`src/rtl/panel_pkg.sv`:
```
// Shared definitions for the BCM panel scanner: FSM states, default geometry, width helper.
// Latency: n/a (package only).
// Backpressure: n/a (package only).
package panel_pkg;

    localparam int DEF_BPP    = 5;
    localparam int DEF_COLS   = 64;
    localparam int DEF_ROWS   = 32;
    localparam int DEF_BASE_T = 8;

    typedef enum logic [2:0] {
        ST_IDLE     = 3'd0,
        ST_PREFETCH = 3'd1,
        ST_SHIFT    = 3'd2,
        ST_LATCH    = 3'd3,
        ST_DISPLAY  = 3'd4
    } state_e;

    // Counter/address width for a range of n values, never narrower than one bit
    function automatic int w_of(input int n);
        return (n > 1) ? $clog2(n) : 1;
    endfunction

endpackage

```
`src/rtl/bcm_plane_timer.sv`:
```
// Display-period timer for one bit-plane: counts BASE_T<<plane cycles and gates oe_n for the dimmed ON part.
// Latency: loads on start_i, oe_n_o valid from the next cycle, done_o high in the last display cycle.
// Backpressure: none; runs freely once started.
module bcm_plane_timer
    import panel_pkg::*;
#(
    parameter int BPP    = DEF_BPP,
    parameter int BASE_T = DEF_BASE_T
) (
    input  logic                 clk,
    input  logic                 rst_n,
    input  logic                 start_i,
    input  logic [w_of(BPP)-1:0] plane_i,
    input  logic [7:0]           brightness_i,
    output logic                 oe_n_o,
    output logic                 done_o
);

    localparam int MAXLEN = BASE_T << (BPP - 1);
    localparam int LW     = $clog2(MAXLEN + 1);

    logic [LW-1:0] len_d;
    logic [8:0]    bright_p1_d;
    logic [LW+8:0] prod_d;
    logic [LW-1:0] on_d;

    logic [LW-1:0] rem_q;
    logic [LW-1:0] thr_q;
    logic          active_q;
    logic          oe_n_q;

    // Plane length and ON time; the product is wide enough for 256x the longest plane
    always_comb begin
        len_d       = LW'(BASE_T) << plane_i;
        bright_p1_d = {1'b0, brightness_i} + 9'd1;
        prod_d      = (LW+9)'(len_d) * (LW+9)'(bright_p1_d);
        on_d        = LW'(prod_d >> 8);
    end

    // Down-counter; oe_n is low while the remaining count is above len-ON
    always_ff @(posedge clk or negedge rst_n) begin
        if (!rst_n) begin
            rem_q    <= '0;
            thr_q    <= '0;
            active_q <= 1'b0;
            oe_n_q   <= 1'b1;
        end else if (start_i) begin
            rem_q    <= len_d;
            thr_q    <= len_d - on_d;
            active_q <= 1'b1;
            oe_n_q   <= (on_d == '0);
        end else if (active_q) begin
            if (rem_q == LW'(1)) begin
                rem_q    <= '0;
                active_q <= 1'b0;
                oe_n_q   <= 1'b1;
            end else begin
                rem_q    <= rem_q - LW'(1);
                oe_n_q   <= ~((rem_q - LW'(1)) > thr_q);
            end
        end
    end

    assign oe_n_o = oe_n_q;
    assign done_o = active_q && (rem_q == LW'(1));

endmodule

```
`src/rtl/panel_bcm_scanner.sv`:
```
// HUB75-style panel scanner with binary-coded modulation: prefetch, shift, latch, display per plane and row.
// Latency: pixel read one cycle after rd_en, shifted out on the following panel_clk rise (2 cycles after rd_en).
// Backpressure: none; the frame buffer must answer every rd_en on the next cycle.
module panel_bcm_scanner
    import panel_pkg::*;
#(
    parameter int BPP    = DEF_BPP,
    parameter int N_SUB  = 2,
    parameter int COLS   = DEF_COLS,
    parameter int ROWS   = DEF_ROWS,
    parameter int BASE_T = DEF_BASE_T
) (
    input  logic                    clk,
    input  logic                    rst_n,
    input  logic                    enable,
    input  logic [7:0]              brightness,
    output logic                    rd_en,
    output logic [w_of(COLS)-1:0]   col_addr,
    output logic [w_of(ROWS)-1:0]   row_addr,
    input  logic [24*N_SUB-1:0]     pix_data,
    output logic [3*N_SUB-1:0]      rgb,
    output logic                    panel_clk,
    output logic                    lat,
    output logic                    oe_n,
    output logic [w_of(ROWS)-1:0]   addr,
    output logic                    frame_done
);

    localparam int CW = w_of(COLS);
    localparam int RW = w_of(ROWS);
    localparam int PW = w_of(BPP);

    state_e         state_q;
    logic           phase_q;
    logic [CW-1:0]  col_q;
    logic [RW-1:0]  row_q;
    logic [PW-1:0]  plane_q;
    logic [7:0]     bright_q;

    logic             rd_en_q;
    logic [CW-1:0]    col_addr_q;
    logic [RW-1:0]    row_addr_q;
    logic [3*N_SUB-1:0] rgb_q;
    logic             panel_clk_q;
    logic             lat_q;
    logic [RW-1:0]    addr_q;
    logic             frame_done_q;

    logic [2:0]         bit_sel;
    logic [7:0]         r_b, g_b, b_b;
    logic [3*N_SUB-1:0] rgb_d;
    logic               tmr_start;
    logic               tmr_oe_n;
    logic               tmr_done;

    // Plane p of an 8-bit channel lives at bit 8-BPP+p (MSB-aligned planes)
    assign bit_sel = 3'(8 - BPP) + 3'(plane_q);

    // Pick the current plane bit out of every channel of every sub-panel
    always_comb begin
        rgb_d = '0;
        r_b   = '0;
        g_b   = '0;
        b_b   = '0;
        for (int k = 0; k < N_SUB; k++) begin
            r_b          = pix_data[24*k+16 +: 8];
            g_b          = pix_data[24*k+8  +: 8];
            b_b          = pix_data[24*k    +: 8];
            rgb_d[3*k]   = r_b[bit_sel];
            rgb_d[3*k+1] = g_b[bit_sel];
            rgb_d[3*k+2] = b_b[bit_sel];
        end
    end

    // Scan FSM; outputs are registered, set on the edge entering the state they belong to
    always_ff @(posedge clk or negedge rst_n) begin
        if (!rst_n) begin
            state_q      <= ST_IDLE;
            phase_q      <= 1'b0;
            col_q        <= '0;
            row_q        <= '0;
            plane_q      <= '0;
            bright_q     <= '0;
            rd_en_q      <= 1'b0;
            col_addr_q   <= '0;
            row_addr_q   <= '0;
            rgb_q        <= '0;
            panel_clk_q  <= 1'b0;
            lat_q        <= 1'b0;
            addr_q       <= '0;
            frame_done_q <= 1'b0;
        end else begin
            rd_en_q      <= 1'b0;
            lat_q        <= 1'b0;
            frame_done_q <= 1'b0;
            case (state_q)
                ST_IDLE: begin
                    panel_clk_q <= 1'b0;
                    if (enable) begin
                        bright_q   <= brightness;
                        row_q      <= '0;
                        plane_q    <= '0;
                        rd_en_q    <= 1'b1;
                        col_addr_q <= '0;
                        row_addr_q <= '0;
                        state_q    <= ST_PREFETCH;
                    end
                end
                ST_PREFETCH: begin
                    phase_q <= 1'b0;
                    col_q   <= '0;
                    state_q <= ST_SHIFT;
                end
                ST_SHIFT: begin
                    if (!phase_q) begin
                        rgb_q       <= rgb_d;
                        panel_clk_q <= 1'b1;
                        phase_q     <= 1'b1;
                        if (col_q != CW'(COLS - 1)) begin
                            rd_en_q    <= 1'b1;
                            col_addr_q <= col_q + CW'(1);
                        end
                    end else begin
                        panel_clk_q <= 1'b0;
                        phase_q     <= 1'b0;
                        if (col_q == CW'(COLS - 1)) begin
                            lat_q   <= 1'b1;
                            addr_q  <= row_q;
                            state_q <= ST_LATCH;
                        end else begin
                            col_q <= col_q + CW'(1);
                        end
                    end
                end
                ST_LATCH: begin
                    state_q <= ST_DISPLAY;
                end
                ST_DISPLAY: begin
                    if (tmr_done) begin
                        col_addr_q <= '0;
                        if (plane_q != PW'(BPP - 1)) begin
                            plane_q    <= plane_q + PW'(1);
                            rd_en_q    <= 1'b1;
                            row_addr_q <= row_q;
                            state_q    <= ST_PREFETCH;
                        end else if (row_q != RW'(ROWS - 1)) begin
                            plane_q    <= '0;
                            row_q      <= row_q + RW'(1);
                            rd_en_q    <= 1'b1;
                            row_addr_q <= row_q + RW'(1);
                            state_q    <= ST_PREFETCH;
                        end else begin
                            frame_done_q <= 1'b1;
                            plane_q      <= '0;
                            row_q        <= '0;
                            row_addr_q   <= '0;
                            if (enable) begin
                                bright_q <= brightness;
                                rd_en_q  <= 1'b1;
                                state_q  <= ST_PREFETCH;
                            end else begin
                                state_q  <= ST_IDLE;
                            end
                        end
                    end
                end
                default: state_q <= ST_IDLE;
            endcase
        end
    end

    // The timer is armed during LATCH so its first count lines up with the first DISPLAY cycle
    assign tmr_start = (state_q == ST_LATCH);

    bcm_plane_timer #(
        .BPP    (BPP),
        .BASE_T (BASE_T)
    ) u_timer (
        .clk          (clk),
        .rst_n        (rst_n),
        .start_i      (tmr_start),
        .plane_i      (plane_q),
        .brightness_i (bright_q),
        .oe_n_o       (tmr_oe_n),
        .done_o       (tmr_done)
    );

    assign rd_en      = rd_en_q;
    assign col_addr   = col_addr_q;
    assign row_addr   = row_addr_q;
    assign rgb        = rgb_q;
    assign panel_clk  = panel_clk_q;
    assign lat        = lat_q;
    assign oe_n       = tmr_oe_n;
    assign addr       = addr_q;
    assign frame_done = frame_done_q;

endmodule

```
`config.mk`:
```
export PLATFORM = sky130hd
export DESIGN_NAME = panel_bcm_scanner
export DESIGN_NICKNAME = d
export VERILOG_FILES = /design/src/rtl/panel_pkg.sv /design/src/rtl/bcm_plane_timer.sv /design/src/rtl/panel_bcm_scanner.sv
export SDC_FILE = /design/constraint.sdc
export NUM_CORES = 1
export LEC_CHECK = 0
export BUFFER_PORTS_ARGS = -buffer_cell sky130_fd_sc_hd__buf_4
export CAP_MARGIN = 20
export CORE_AREA = 5 5 117 119
export CTS_CLUSTER_SIZE = 25
export DETAILED_ROUTE_END_ITERATION = 16
export DIE_AREA = 0 0 122 124
export PLACE_DENSITY = 0.75
export SYNTH_ARGS = -nofsm -noshare
export SYNTH_HDL_FRONTEND = slang
export SYNTH_SLANG_ARGS = --single-unit
```
`constraint.sdc`:
```
create_clock -name clk -period 5.8 [get_ports clk]
set_input_delay 1.16 -clock clk [delete_from_list [all_inputs] [get_ports clk]]
set_output_delay 1.16 -clock clk [all_outputs]
set_load 0.005 [all_outputs]
```
# Word-level counts from Yosys, hierarchy flattened
# Cells that the tools add are included.
[classes]
addsub = 7
mul = 1
div_mod_pow = 0
order_cmp = 2
eq_ne = 19
n_shift = 1
mux = 68
bitwise_logic = 2
n_reduce_logical = 16
[op_table]
columns = ["operator", "n"]
rows = [
  ["8-bit 2-to-1 mux", 7],
  ["6-bit 2-to-1 mux", 6],
  ["1-bit 2-to-1 mux", 29],
  ["3-bit 2-to-1 mux", 7],
  ["5-bit 2-to-1 mux", 4],
  ["1-bit binary-select mux with 3-bit select", 6],
  ["2-bit inequality test (second input constant)", 9],
  ["6-bit one-hot mux with 3 select lines", 1],
  ["8-bit by 9-bit multiplier with 16-bit output", 1],
  ["8-bit one-hot mux with 2 select lines", 1],
  ["3-bit one-hot mux with 5 select lines", 1],
  ["6-bit one-hot mux with 2 select lines", 1],
  ["4-bit AND reduction", 3],
  ["5-bit one-hot mux with 2 select lines", 1],
  ["8-bit by 1-bit adder with 9-bit output (second input constant)", 1],
  ["3-bit AND reduction", 3],
  ["8-bit by 1-bit equality test with 1-bit output (second input constant)", 1],
  ["8-bit greater-than comparator", 1],
  ["8-bit logical NOT", 1],
  ["2-bit nonzero test", 4],
  ["4-bit by 3-bit left shift with 8-bit output (first input constant)", 1],
  ["8-bit by 1-bit subtractor with 8-bit output (second input constant)", 1],
  ["8-bit subtractor", 1],
  ["6-bit by 1-bit adder with 6-bit output (second input constant)", 1],
  ["20 further kinds", 24],
]
[totals]
register_bits = 65
latchBits = 0
ramBits = 0
mem_bits_ro = 0
input_bits = 59
n_memories = 0

# Logic depth before layout (Yosys ltp)
# Gate-level depths: netlist of the first run.
[logic_depth]
word_depth = 6
ltp_mapped = 26

# Hierarchy
# Synthesis of the first run repeated with hierarchy kept, for this count alone.
[hier_totals]
cells_unflattened = 564
area_unflattened_um2 = 5361.4
[modules_own_cells]
columns = ["module", "instances", "cells_each", "area_each_um2", "seq_area_each_um2"]
rows = [
  ["bcm_plane_timer", 1, 325, 2793.9, 451.7],
  ["panel_bcm_scanner", 1, 239, 2567.5, 1176.1],
]

# Worst setup path after synthesis of the first run
# OpenSTA, ideal clock, no wires.
[synth_timing]
path_type = "register to register"
start = "register plane_q[0]"
end = "register u_timer.thr_q[6]"
setup_time_ns = 0.122
arrival_time_ns = 6.036
t_required_ns = 5.678
setup_slack_ns = -0.357
path_stages_with_launch = 27
n_path_buf = 2
synth_period_minus_slack_ns = 6.157
cell_sequence = "dfrtp_1 -> buf_2 -> inv_1 -> ha_1 -> and2_1 -> clkbuf_1 -> nand2b_1 -> fa_1 -> fa_1 -> fa_1 -> inv_1 -> ha_1 -> and4b_1 -> nand2_1 -> fa_1 -> nor2b_1 -> o21a_1 -> nor3_1 -> or2_2 -> ha_1 -> nand2_1 -> or3_1 -> o221a_2 -> nor2_1 -> a211o_1 -> mux2i_1 -> nand2_1"
[synth_between]
elab_chain_len = 3
[synth_lines]
columns = ["element", "line_no", "source"]
rows = [
  ["start, declared", "panel_bcm_scanner.sv:37", "logic [PW-1:0] plane_q;"],
  ["start signal, assigned", "panel_bcm_scanner.sv:142", "plane_q <= plane_q + PW'(1);"],
  ["4-bit by 3-bit left shift with 8-bit output (*)", "bcm_plane_timer.sv:34", "len_d = LW'(BASE_T) << plane_i;"],
  ["8-bit by 9-bit multiplier with 16-bit output", "bcm_plane_timer.sv:36", "prod_d = (LW+9)'(len_d) * (LW+9)'(bright_p1_d);"],
  ["8-bit subtractor (*)", "bcm_plane_timer.sv:49", "thr_q <= len_d - on_d;"],
  ["end signal, assigned", "bcm_plane_timer.sv:49", ""],
  ["end, declared", "bcm_plane_timer.sv:28", "logic [LW-1:0] thr_q;"],
]
# Mark *: on every way between the ends. The rest lies on a longest branch, timed or not.
# A chain may end at the register's enable or synchronous reset.

# Worst setup path after layout of the first run
[layout_timing]
start = "register bright_q[1]"
end = "register u_timer.thr_q[6]"
[layout_between]
elab_chain_len = 3
[layout_lines]
columns = ["element", "line_no", "source"]
rows = [
  ["start, declared", "panel_bcm_scanner.sv:38", "logic [7:0] bright_q;"],
  ["start signal, assigned", "panel_bcm_scanner.sv:100", "bright_q <= brightness;"],
  ["start signal, assigned", "panel_bcm_scanner.sv:158", "bright_q <= brightness;"],
  ["8-bit by 1-bit adder with 9-bit output", "bcm_plane_timer.sv:35", "bright_p1_d = {1'b0, brightness_i} + 9'd1;"],
  ["8-bit by 9-bit multiplier with 16-bit output", "bcm_plane_timer.sv:36", ""],
  ["8-bit subtractor", "bcm_plane_timer.sv:49", ""],
]
# No other way between the ends.

==> results.py, run 1 <==
metrics = {
    "grt": {
        "grt_max_degree": 66,
        "globalRouteOverflowTotal": 0,
        "grtUsageTotal_pct": 18.3,
        "grt_pass1_vias": 4780,
        "grt_pass1_wl_um": 22300,
        "grt_antenna_before_repair": 0,
    },
    "detailed_routing": {
        "wire_per_inst_um": 15.6,
        "drcViolationCount": 0,
        "met3_length_um": 684,
        "drtPass1Iterations": 5,
        "highest_layer": "met4",
        "drtAntennaViolNets": 0,
        "drt-initial-drc-count": 312,
        "met1_length_um": 5730,
        "finalWirelength_um": 13300,
        "met2_length_um": 6620,
        "num_vias": 4641,
        "via_per_inst": 5.43,
    },
    "layout": {
        "final-seq-area_mm2": 0.00163,
        "antennaDiodeCount": 0,
        "area_growth_pct": 25.1,
        "layout.cells.non_filler": 855,
        "fin_util_pct": 55.0,
        "nets": 811,
        "multi_input_area_mm2": 0.00375,
        "drive_gt1_share_pct": 26.5,
        "nFillCells": 1059,
    },
    "placed_design": {
        "placed_cells": 834,
        "port_buffers": 85,
        "dp_hpwl_um": 10400,
        "place_congestion": 0.893,
    },
    "yosys": {
        "ys_warn_count": 0,
        "ys.flop_type": "dfrtp_1",
        "synthArstFlopShare_pct": 100,
        "synth_compound_area_share_pct": 12.1,
        "ys_ff_latch": 65,
        "synth_cells": 587,
        "synth-simple-area-share_pct": 18.7,
        "synth_mux_area_share_pct": 9.65,
        "synth_top_family_by_area": "adder cells",
        "synth.distinct_cells": 60,
        "synth_top_cells_by_count": "64 x dfrtp_1, 64 x nand2_1, 58 x nor2_1, 53 x ha_1, 45 x inv_1",
        "synth_fa_ha_area_share_pct": 20.0,
        "synth_area_leaders": "dfrtp_1 29%, ha_1 12%, fa_1 7.7%, mux4_2 4.9%, nand2_1 4.4%",
        "synth_edf_count": 0,
        "yosysSeqAreaShare_pct": 29.7,
        "syn_area_mm2": 0.00548,
        "yosys.area.top_type": "dfrtp_1",
        "synthXorXnorAreaFrac_pct": 5.27,
        "syn_nets": 720,
        "avgSynthCellArea_um2": 9.34,
        "synth.top_cell.area_share_pct": 29.2,
    },
    "die": {
        "core_mm2": 0.0125,
        "row_count": 41,
        "io_pins": 86,
        "die_h_um": 124,
        "start_util_pct": 44.0,
        "die_w_um": 122,
        "dieArea_mm2": 0.0151,
    },
    "sta": {
        "fmax_mhz": 178,
        "hold-worst-slack_ps": 475,
        "period_needed_ps": 5600,
        "post-route-period-util_pct": 96.6,
        "worst_pin_slew_ps": 853,
        "finalMaxSlewViolations": 0,
        "finClkSkew_ps": 7.56,
        "setup_viol": 0,
        "hold_viol": 0,
        "maxSlewHeadroom_pct": 42.9,
    },
    "power": {
        "swShare_pct": 43.4,
        "leakagePower_uw": 0.00327,
        "power.internal_uw": 2000,
        "p_clk_share_pct": 16.7,
        "p_seq_share_pct": 22.4,
        "finalPower_uw": 3540,
        "power_switching_uw": 1540,
        "p_comb_share_pct": 60.9,
        "ir_worst_vdd_mv": 0.248,
        "p_per_area_mw_per_mm2": 516,
    },
    "clock_tree": {
        "root_buffer": "clkbuf_16",
        "worstSkewPairLatency_ps": 340,
        "cts_num_sinks": 65,
        "cts_tree": "yes",
        "holdBufCountCts": 0,
        "cts-htree-levels": 3,
        "cts_buffers": 9,
        "cts.path.max_buffers": 2,
        "clk_pin_slew_worst_paths_ps": 60,
    },
    "setup_path": {
        "cp.arrival_ps": 5830,
        "crit_path_max_incr_delay_ps": 550,
        "path_cells": "ha_4, xor2_2, nand2_2, fa_1, fa_1, fa_1, inv_1, ha_1, and4b_1, nand2_1, fa_2, nor2b_4, o21a_1, nor3_1, or2_4, ha_4, nand2_1, or3_4, o221a_4, nor2_1, a211o_1, mux2i_1, nand2_1",
        "path_buf_inv": 1,
        "cp_slowest_cell": "fa_1",
        "cp_top_family": "adder cells",
        "crit_path_start_kind": "flop",
        "crit_type": "flop to flop",
        "cp-end-kind": "flop",
        "crit_fanout": 4,
        "required_ps": 6020,
    },
    "flow_run": {
        "max-cap-violations": 0,
    },
    "min_path": {
        "min_path_type": "flop to flop",
    },
    "run_status": {
        "status": "complete, no violations",
    },
}
## cell families after synthesis
group           after synthesis
xor+xnor                     33
buf+inv                      67
mux                          36
flops                        65
compound gates               96
fa+ha+maj                    75
simple gates                215
## per-layer routing
layer / track usage [%] / vias up
met5: 0 / -
met4: 4.48 / 0
met3: 4.31 / 23
met2: 31.5 / 120
met1: 23.4 / 2275
li1: - / 2223
## registers in the layout, indices dropped and copies added, names as in the netlist, 3 cells and up
name,flops
col_addr,6
plane_q,3
col_q,6
u_timer.thr_q,8
rgb,6
u_timer.rem_q,8
state_q,3
row_addr,5
addr,5
bright_q,8
## power groups by stage
stage | Combinational, uW | Sequential, uW | Clock, uW
finish | 2160 | 795 | 591
global route | 2420 | 822 | 618
CTS | 2070 | 774 | 597
detailed placement | 2050 | 780 | 0
global placement | 1970 | 771 | 0
floorplan | 1580 | 715 | 0
## final timing paths
check / from / end / slack [ps] / depth (start not counted)
max: bright_q[1] / u_timer.thr_q[6] / 200 / 23
min: addr[0] / addr[0] / 470 / 2
max reg2reg: bright_q[1] / u_timer.thr_q[6] / 200 / 23
min reg2reg: addr[0] / addr[0] / 470 / 2
max in group asynchronous: rst_n / bright_q[2] / 4290 / 1
min in group asynchronous: rst_n / rd_en / 910 / 1
## per-stage QoR
step / cell area [um2] / worst slack [ps] / setup TNS (ps)
3_5_place_dp: 6360 / -4.47 / -4.47
6_report: 6860 / 196 / 0
4_1_cts: 6690 / 7.24 / 0
2_1_floorplan: 5510 / 6.63 / 0
3_3_place_gp: 6360 / 213 / 0
5_1_grt: 6860 / -26.6 / -43.2
## placed cells by master (no fill, tap or decap), types with 12 or more instances in the layout
master | synthesis | final
buf_4 | 0 | 102
nand2_1 | 64 | 62
dfrtp_1 | 64 | 59
nor2_1 | 58 | 58
ha_1 | 53 | 48
inv_1 | 45 | 42
o21ai_0 | 30 | 30
a21oi_1 | 24 | 23
fa_1 | 21 | 20
xnor2_1 | 20 | 19
nand3_1 | 20 | 19
mux2_2 | 15 | 15
nor3_1 | 14 | 14
mux4_2 | 12 | 12
## layout make-up
cell class                      instances  area share [%]
Tap cell                              172            3.14
Multi-Input combinational cell        455            54.7
Timing Repair Buffer                  102            11.2
Clock inverter                          7            1.37
Inverter                               45            2.54
Sequential cell                        65            23.8
Clock buffer                            9            3.28
## tightest hold or removal path: stages (launching register included)
cell	delay, ps
dfrtp_1	340
nand2_1	50
nand2_1	50
## repair_timing
item / 4_1_cts / 5_1_grt
cloned: 0 / 0
resized for setup: 2 / 29
pin swaps: 0 / 6
endpoints found under the setup margin: 1 / 3
buffers inserted: 0 / 5
No activity file was read; power rests on OpenSTA's default activity.
==> run 2, diff against run 1 <==
--- a/config.mk
+++ b/config.mk
@@ -7,11 +7,12 @@
 export LEC_CHECK = 0
 export BUFFER_PORTS_ARGS = -buffer_cell sky130_fd_sc_hd__buf_4
 export CAP_MARGIN = 20
-export CORE_AREA = 5 5 117 119
+export CORE_AREA = 5 5 116 118
 export CTS_CLUSTER_SIZE = 25
 export DETAILED_ROUTE_END_ITERATION = 16
-export DIE_AREA = 0 0 122 124
+export DIE_AREA = 0 0 121 123
 export PLACE_DENSITY = 0.75
 export SYNTH_ARGS = -nofsm -noshare
 export SYNTH_HDL_FRONTEND = slang
+export SYNTH_HIERARCHICAL = 1
 export SYNTH_SLANG_ARGS = --single-unit
==> run 2 against run 1 <==
  * Sequential power fell by 0.6%
  * Combinational power fell by 23%
  * Largest cell class unchanged
  * Clock skew fell by 2.6 ps
  * First-iteration DRC count fell by 46%
  * Largest power group unchanged
  * Cell count fell by 4.2%
  * Clock power fell by 8.6%
==> results.py, run 2 <==
metrics = {
    "run_status": {
        "status": "complete, no violations",
    },
    "clock_tree": {
        "worstSkewPairLatency_ps": 340,
        "cts_num_sinks": 65,
        "clk_pin_slew_worst_paths_ps": 50,
        "postCtsSetupRepairBufs": 0,
        "cts-htree-levels": 3,
        "cts_tree": "yes",
        "cts_buffers": 9,
        "holdBufCountCts": 0,
        "cts.path.max_buffers": 2,
        "root_buffer": "clkbuf_16",
    },
    "die": {
        "dieArea_mm2": 0.0149,
        "start_util_pct": 43.4,
        "core_mm2": 0.0124,
        "die_h_um": 123,
        "die_w_um": 121,
        "row_count": 41,
        "io_pins": 86,
    },
    "setup_path": {
        "crit_fanout": 11,
        "cp.arrival_ps": 5740,
        "cp-end-kind": "flop",
        "required_ps": 6000,
        "crit_path_start_kind": "flop",
        "crit_type": "flop to flop",
    },
    "layout": {
        "nets": 773,
        "final-seq-area_mm2": 0.00163,
        "layout.cells.non_filler": 819,
        "antennaDiodeCount": 0,
        "finalInstanceArea_mm2": 0.00646,
        "area_growth_pct": 20.4,
        "largest_registers": "bright_q: 8 flops, u_timer/rem_q: 8 flops, u_timer/thr_q: 8 flops",
        "drive_gt1_share_pct": 26.0,
        "fin_util_pct": 52.2,
        "final_common_cell": "buf_4",
        "multi_input_area_mm2": 0.00348,
        "nFillCells": 1118,
        "final_cell_mix": "90 x buf_4, 64 x dfrtp_1, 58 x nor2_1, 51 x ha_1, 42 x inv_1",
    },
    "grt": {
        "grt_pass1_wl_um": 22000,
        "grt_max_degree": 66,
        "grt_pass1_vias": 4638,
        "grtUsageTotal_pct": 18.2,
        "globalRouteOverflowTotal": 0,
        "grt_antenna_before_repair": 0,
    },
    "yosys": {
        "synth_top_cells_by_count": "64 x dfrtp_1, 58 x nor2_1, 51 x ha_1, 42 x inv_1",
        "synthArstFlopShare_pct": 100,
        "ys.flop_type": "dfrtp_1",
        "synth.distinct_cells": 68,
        "synth_area_leaders": "dfrtp_1 30%, ha_1 12%, mux2_2 8.2%, fa_1 7.8%, nor2_1 4.1%",
        "yosysSeqAreaShare_pct": 30.4,
        "syn_area_mm2": 0.00536,
        "avgSynthCellArea_um2": 9.51,
        "synth_cells": 564,
        "ys_warn_count": 6,
        "synth_most_common_cell": "dfrtp_1",
        "syn_nets": 695,
        "synth_edf_count": 0,
        "synth.top_cell.area_share_pct": 29.9,
        "ys_ff_latch": 65,
        "yosys.area.top_type": "dfrtp_1",
    },
    "power": {
        "swShare_pct": 43.2,
        "p_comb_share_pct": 55.5,
        "power_switching_uw": 1290,
        "p_clk_share_pct": 18.1,
        "p_per_area_mw_per_mm2": 462,
        "power.internal_uw": 1700,
        "leakagePower_uw": 0.00311,
        "p_seq_share_pct": 26.5,
        "ir_worst_vdd_mv": 0.262,
    },
    "sta": {
        "period_needed_ps": 5530,
        "post-route-period-util_pct": 95.4,
        "finalMaxSlewViolations": 0,
        "maxSlewHeadroom_pct": 34.9,
        "setup_viol": 0,
        "hold_viol": 0,
        "worst_pin_slew_ps": 976,
        "tns_ps": 0,
        "fmax_mhz": 181,
        "finClkSkew_ps": 4.92,
        "hold-worst-slack_ps": 489,
    },
    "detailed_routing": {
        "finalWirelength_um": 13000,
        "drtPass1Iterations": 5,
        "drt-initial-drc-count": 169,
        "drcViolationCount": 0,
        "wire_per_inst_um": 15.8,
        "via_per_inst": 5.32,
        "num_vias": 4354,
        "drtAntennaViolNets": 0,
    },
    "placed_design": {
        "port_buffers": 85,
        "placed_cell_area_mm2": 0.00614,
        "placed_cells": 803,
        "place_congestion": 0.851,
        "dp_hpwl_um": 10100,
    },
    "flow_run": {
        "max-cap-violations": 0,
    },
    "min_path": {
        "min_path_type": "flop to flop",
    },
}
## run 2: changes by cell type after synthesis, moves of 6 or more
cell     delta
nand2_1    -25
mux2_2     +24
o21ai_0    -13
o22ai_1    +13
mux4_2     -12
mux2i_1     -6
nand3_1     -6
## run 2: routing by layer
| metal | share of wire (%) | GRT usage (%) | up-vias |
|---|---|---|---|
| met5 | 0 | 0 | - |
| met4 | 1.6 | 6.02 | 0 |
| met3 | 2.7 | 2.74 | 19 |
| met2 | 54 | 33.2 | 76 |
| met1 | 42 | 22.0 | 2137 |
| li1 | - | - | 2122 |
## run 2: power groups by stage
stage / Combinational, uW / Clock, uW / Sequential, uW
3_5_place_dp: 1610 / 0 / 792
3_3_place_gp: 1530 / 0 / 781
6_report: 1660 / 540 / 790
4_1_cts: 1640 / 552 / 787
5_1_grt: 1870 / 572 / 816
2_1_floorplan: 1240 / 0 / 721
## run 2: cell type report
type                       instances  area share (%)
clock inverter                     5           0.853
timing repair buffer              90            10.5
clock buffer                      11            3.76
sequential                        65            25.2
multi-input combinational        434            53.9
tap                              172            3.33
inverter                          42            2.44
## run 2: worst paths after layout
kind	to	slack [ps]	cells past startpoint	startpoint
min in group asynchronous	bright_q[0]	900	1	rst_n
max reg2reg	u_timer/thr_q[7]	270	18	plane_q[0]
max in group asynchronous	u_timer/thr_q[3]	4320	1	rst_n
min	rgb[1]	490	2	rgb[1]
max	u_timer/thr_q[7]	270	18	plane_q[0]
min reg2reg	rgb[1]	490	2	rgb[1]
## run 2: cells by family after synthesis
| kind of cell | Yosys count | share of synthesized area, % |
|---|---|---|
| AND/OR/NAND/NOR | 177 | 16.7 |
| XOR/XNOR | 36 | 6.02 |
| adder cells (fa/ha/maj) | 72 | 19.7 |
| flip-flops | 65 | 30.4 |
| multiplexers | 42 | 8.75 |
| AO/OA/AOI/OAI | 106 | 13.3 |
| buffers and inverters | 65 | 5.02 |
| other | 1 | 0.0699 |
## run 2: worst max-delay path, stage by stage, from the launching register on
cell and delay (ps):
dfrtp_1 470, or3b_4 500, or2_2 320, fa_1 530, fa_1 570, inv_1 60
fa_1 410, ha_1 290, ha_1 400, a21oi_1 310, o21bai_1 100, a211o_1 290
nand2_1 90, ha_1 260, a21oi_1 170, o31ai_2 110, a31oi_1 240, xnor2_1 160
mux2i_1 100
## run 2: metrics by stage
stage	worst slack, ps	power [uW]
2_1_floorplan	468	1960
5_1_grt	-1.03	3260
4_1_cts	114	2980
6_report	267	2990
3_3_place_gp	392	2320
3_5_place_dp	138	2400
## run 2: repair_timing
| item | in CTS | in global routing |
|---|---|---|
| resized for setup | 0 | 4 |
| setup endpoints to repair | 0 | 3 |
| hold endpoints to repair | 0 | 0 |
